[config.mk]
export PLATFORM = sky130hd
export DESIGN_NAME = line_clear_ctrl
export DESIGN_NICKNAME = d
export VERILOG_FILES = /design/src/rtl/line_clear_ctrl.sv
export SDC_FILE = /design/constraint.sdc
export NUM_CORES = 1
export LEC_CHECK = 0
export CAP_MARGIN = 10
export CORE_MARGIN = 2
export CORE_UTILIZATION = 40
export CTS_BUF_LIST = sky130_fd_sc_hd__clkbuf_4
export CTS_CLUSTER_SIZE = 25
export DETAILED_ROUTE_END_ITERATION = 12
export GPL_ROUTABILITY_DRIVEN = 0
export PLACE_DENSITY_LB_ADDON = 0.05
export SYNTH_ARGS = -nofsm -noshare
export SYNTH_HDL_FRONTEND = slang
export SYNTH_SLANG_ARGS = --single-unit
[constraint.sdc]
create_clock -name clk -period 2.25 [get_ports clk]
set_clock_uncertainty 0.15 [all_clocks]
set_input_delay 0.225 -clock clk [delete_from_list [all_inputs] [get_ports clk]]
set_output_delay 0.225 -clock clk [all_outputs]
set_load 0.005 [all_outputs]
[src/rtl/line_clear_ctrl.sv]
// line_clear_ctrl: sequences full-row removal after a piece locks.
// Scans the board's per-row full flags, issues one shift strobe per cleared
// row (highest full row first), waits for the board store to settle, rescans
// until no full row remains, then reports the number of lines cleared.
// Optional feature macro: LINE_CLEAR_SCORE_EN adds a saturating score
// accumulator; without it score_o is tied to zero.
module line_clear_ctrl #(
  parameter int ROWS       = 23,
  parameter int SETTLE     = 2,
  parameter int MAX_CLEARS = 4
) (
  input  logic            clk,
  input  logic            rst_n,
  input  logic            start_i,
  input  logic [ROWS-1:0] rowfull_i,
  output logic            busy_o,
  output logic            shift_en_o,
  output logic [ROWS-1:0] shift_mask_o,
  output logic            done_o,
  output logic [2:0]      lines_cleared_o,
  output logic            err_o,
  output logic [15:0]     score_o
);

  localparam int SCW = (SETTLE > 1) ? $clog2(SETTLE + 1) : 1;

  typedef enum logic [2:0] {
    S_IDLE,
    S_SCAN,
    S_SHIFT,
    S_SETTLE,
    S_DONE
  } state_e;

  state_e          state_q;
  logic [2:0]      count_q;
  logic [SCW-1:0]  settle_q;
  logic            busy_q;
  logic            shift_en_q;
  logic            done_q;
  logic            err_q;
  logic [2:0]      lines_q;
  logic [ROWS-1:0] mask_q;
  logic [ROWS-1:0] mask_d;
  logic            acc;

  // Mask covers rows 0..k where k is the highest full row (suffix OR from the top)
  always_comb begin
    mask_d = '0;
    acc    = 1'b0;
    for (int i = ROWS - 1; i >= 0; i--) begin
      acc       = acc | rowfull_i[i];
      mask_d[i] = acc;
    end
  end

  // Control FSM with registered outputs; reset aborts any sequence in flight
  always_ff @(posedge clk or negedge rst_n) begin
    if (!rst_n) begin
      state_q    <= S_IDLE;
      count_q    <= '0;
      settle_q   <= '0;
      busy_q     <= 1'b0;
      shift_en_q <= 1'b0;
      done_q     <= 1'b0;
      err_q      <= 1'b0;
      lines_q    <= '0;
      mask_q     <= '0;
    end else begin
      shift_en_q <= 1'b0;
      done_q     <= 1'b0;
      case (state_q)
        S_IDLE: begin
          if (start_i) begin
            state_q <= S_SCAN;
            count_q <= '0;
            busy_q  <= 1'b1;
          end
        end
        S_SCAN: begin
          if (rowfull_i == '0) begin
            state_q <= S_DONE;
            done_q  <= 1'b1;
            lines_q <= count_q;
          end else if (count_q == 3'(MAX_CLEARS)) begin
            // Too many full rows for one lock: flag it but still finish cleanly
            state_q <= S_DONE;
            done_q  <= 1'b1;
            lines_q <= count_q;
            err_q   <= 1'b1;
          end else begin
            state_q    <= S_SHIFT;
            mask_q     <= mask_d;
            shift_en_q <= 1'b1;
          end
        end
        S_SHIFT: begin
          count_q  <= count_q + 3'd1;
          settle_q <= SCW'(SETTLE - 1);
          state_q  <= S_SETTLE;
        end
        S_SETTLE: begin
          if (settle_q == '0) begin
            state_q <= S_SCAN;
          end else begin
            settle_q <= settle_q - 1'b1;
          end
        end
        S_DONE: begin
          state_q <= S_IDLE;
          busy_q  <= 1'b0;
        end
        default: begin
          state_q <= S_IDLE;
          busy_q  <= 1'b0;
        end
      endcase
    end
  end

  assign busy_o          = busy_q;
  assign shift_en_o      = shift_en_q;
  assign shift_mask_o    = mask_q;
  assign done_o          = done_q;
  assign lines_cleared_o = lines_q;
  assign err_o           = err_q;

`ifdef LINE_CLEAR_SCORE_EN
  logic [15:0] score_q;

  // Points awarded for a sequence clearing n lines
  function automatic logic [15:0] line_points(input logic [2:0] n);
    case (n)
      3'd1:    line_points = 16'd40;
      3'd2:    line_points = 16'd100;
      3'd3:    line_points = 16'd300;
      3'd4:    line_points = 16'd1200;
      default: line_points = 16'd0;
    endcase
  endfunction

  // Unsigned add clamped at full scale
  function automatic logic [15:0] sat_add(input logic [15:0] a, input logic [15:0] b);
    logic [16:0] sum;
    sum = {1'b0, a} + {1'b0, b};
    sat_add = sum[16] ? 16'hFFFF : sum[15:0];
  endfunction

  // Accumulate while in DONE, where lines_q already holds this sequence's count
  always_ff @(posedge clk or negedge rst_n) begin
    if (!rst_n) begin
      score_q <= '0;
    end else if (state_q == S_DONE) begin
      score_q <= sat_add(score_q, line_points(lines_q));
    end
  end

  assign score_o = score_q;
`else
  assign score_o = 16'd0;
`endif

endmodule

==> qor.txt <==
Status -> finished clean
Delay-heaviest family, CP -> simple AND/OR/NAND/NOR gates
Final #Nets -> 288
CTS root buf -> clkbuf_4
# rows -> 24
Iteration-0 DRC Markers -> 103
Die area -> 5060 sq um
Die width -> 71.14 microns
Dpl hpwl -> 3286 microns
Final period utilization -> 98.84%
Final std cell area, no fill -> 2711 sq um
Global-route wire length before repair -> 7217 microns
Cell Chain, Critical Path -> buf_6, or4_4, or4_4, or3_4, and2_4, buf_12, mux2_4
CP max stage delay -> 0.53 ns
Setup violators final -> 0
Worst setup EP type -> register
Unrepaired setup endpoints after global routing -> false
Initial antenna violation count -> 0
Synth area leaders -> dfrtp_1 53%, buf_4 6.7%, a21oi_1 5.6%, mux2_2 3.7%, nand2_1 2.5%
Worst Path Required -> 2.34 ns
Largest net degree at the start of global routing -> 39
Total wire length -> 4256 microns
Drt first pass iters -> 4
Routed via count -> 1562
Arrival @ worst endpoint -> 2.31 ns
Number of synthesized register bits -> 38
Area post-placement -> 2556 sq um
CTS H-tree lvls -> 2
CTS tree -> built
Synth unique cells -> 37
Final hold slack -> 0.03500 ns
Startpoint type of the worst setup path -> input port
Num CTS Buffers -> 5
Max_cap viols -> 0
Power per cell area -> 1033 nW/um^2
Final ANT Viol Nets -> 0
Max frequency -> 449.7 MHz
Leading area contributor after synthesis -> dfrtp_1
Remaining DRCs -> 0
CP Buf/Inv Count -> 2
Measured slew at the worst slew-check pin -> 0.8328 ns
TritonCTS Sinks -> 38
Hold/Removal Path Class -> in2reg
Die H -> 71.14 microns
GRT overflow -> 0
Slew margin rel. -> 44.48%
Vias in the first global route -> 1626
Clock Latency Late Sink -> 0.34 ns
Clock period minus worst slack -> 2.224 ns
Maximum clock path buffer count -> 2
WL per Instance -> 13.64 microns
Post-synth top area share -> 52.74%
Port Buffer Count -> 55
Pleak -> 1.143 nW
Peak supply drop -> 0.4654 mV
Most frequent CP cell -> or4_4
Synth Instances -> 173
Starting Density -> 41.41%
Synth warn -> 0
Syn avg cell area -> 10.42 sq um
Share of cells above drive strength 1 -> 22.31%
Mapped Area -> 1803 sq um
Hold Fails Final Rpt -> 0
CP max stage cell -> or4_4
Clk pin slew, worst setup/hold paths -> 0.11 ns
Placeable Area -> 4354 sq um
Slew Viols, Final -> 0
Area Growth Syn to Fin -> 50.38%
Crit Path Max Fanout -> 5
Vias per cell -> 5.006
Kind of critical path -> in2reg
Register area share after synthesis -> 52.74%
Ant diodes -> 0
Number of top-level pins -> 72
Tot GR Track Use -> 18.35%
## worst paths after layout
| path | endpoint | slack (ns) | from | cells after the start |
|---|---|---|---|---|
| max | shift_mask_o[3] | 0.03 | rowfull_i[21] | 7 |
| min | shift_mask_o[20] | 0.03 | rowfull_i[20] | 3 |
| max reg2reg | shift_mask_o[4] | 0.16 | state_q[1] | 5 |
| min reg2reg | shift_mask_o[0] | 0.33 | shift_mask_o[0] | 1 |
| max in group asynchronous | count_q[0] | 1.07 | rst_n | 2 |
| min in group asynchronous | settle_q[0] | 0.35 | rst_n | 2 |
## cells in the mapped netlist, drive strengths merged
cell / instances
mux2: 7
nor3: 5
o21ai: 8
ha: 3
nor2: 8
dfrtp: 38
o21a: 2
or3b: 1
inv: 9
a21oi: 20
a31oi: 3
nand3: 2
or4: 5
nand2b: 1
and2: 1
nand2: 12
o31ai: 1
or3: 4
clkbuf: 3
nand4: 1
buf: 20
a41o: 1
or2: 3
o32a: 2
o211ai: 1
a32o: 1
nor4: 5
o22a: 3
a22o: 1
conb: 1
a22oi: 1
## layout by cell type, fill, tap and decap left out, types with 8 or more instances in the layout
master,instances
dfrtp_1,38
o21ai_0,8
a21oi_1,18
nor2_1,8
conb_1,16
nand2_1,12
buf_4,29
inv_1,9
clkdlybuf4s50_1,48
## per-layer routing
| layer | track usage, % | wire (microns) |
|---|---|---|
| met5 | 0 | 0 |
| met4 | 8.386 | 55 |
| met3 | 4.558 | 205 |
| met2 | 30.74 | 2145 |
| met1 | 22.31 | 1849 |
## what timing repair did
action,in CTS,in global routing
gates resized for setup,22,5
hold buffers,1,0
pin swaps,4,4
hold endpoints to repair,38,0
setup endpoints to repair,28,10
setup buffers,1,0
## flip-flops by register name, indices dropped and copies added (netlist names)
register         cells
settle_q             2
lines_cleared_o      3
count_q              3
shift_mask_o        23
shift_en_o           1
done_o               1
state_q              3
busy_o               1
err_o                1
## per-stage QoR
stage / cells / TNS (ns) / power [W] / setup WS (ns) / util, %
after CTS: 312 / 0 / 0.002803 / 0.01123 / 61.78
after detailed placement: 302 / -18.45 / 0.002192 / -0.7114 / 58.71
after global routing: 312 / 0 / 0.003008 / 0.01691 / 62.27
final: 312 / 0 / 0.002801 / 0.02611 / 62.27
after global placement: 302 / -17.79 / 0.002149 / -0.6752 / 58.71
after floorplan: 188 / -6.664 / 0.001592 / -0.4012 / -
## final cells by class
cell class | instances | area, sq um
Multi-Input combinational cell | 118 | 754.5
Clock buffer | 5 | 37.54
Sequential cell | 38 | 950.9
Timing Repair Buffer | 87 | 805.8
Tap cell | 52 | 65.06
Clock inverter | 3 | 63.81
Inverter | 9 | 33.78
Fill cell | 367 | 1643
## power breakdown
| group | switching, W | internal (W) |
|---|---|---|
| Combinational | 0.000550 | 0.000691 |
| Clock | 0.000223 | 0.000342 |
| Sequential | 0.000123 | 0.000872 |
## worst register-to-register path, delay by kind of cell (launching register included)
family | cells | cell delay (ns)
and+or+nand+nor | 3 | 0.99
DFF | 1 | 0.39
AOI/OAI and AO/OA | 2 | 0.45
## logic make-up after synthesis
group | Yosys count | share of synthesized area (%)
AO/OA/AOI/OAI | 44 | 15.06
AND/OR/NAND/NOR | 48 | 14.37
multiplexers | 7 | 4.580
flip-flops | 38 | 52.74
adder cells (fa/ha/maj) | 3 | 2.082
other | 1 | 0.2080
buffers and inverters | 32 | 10.96
(Power assumes the default switching activity.)
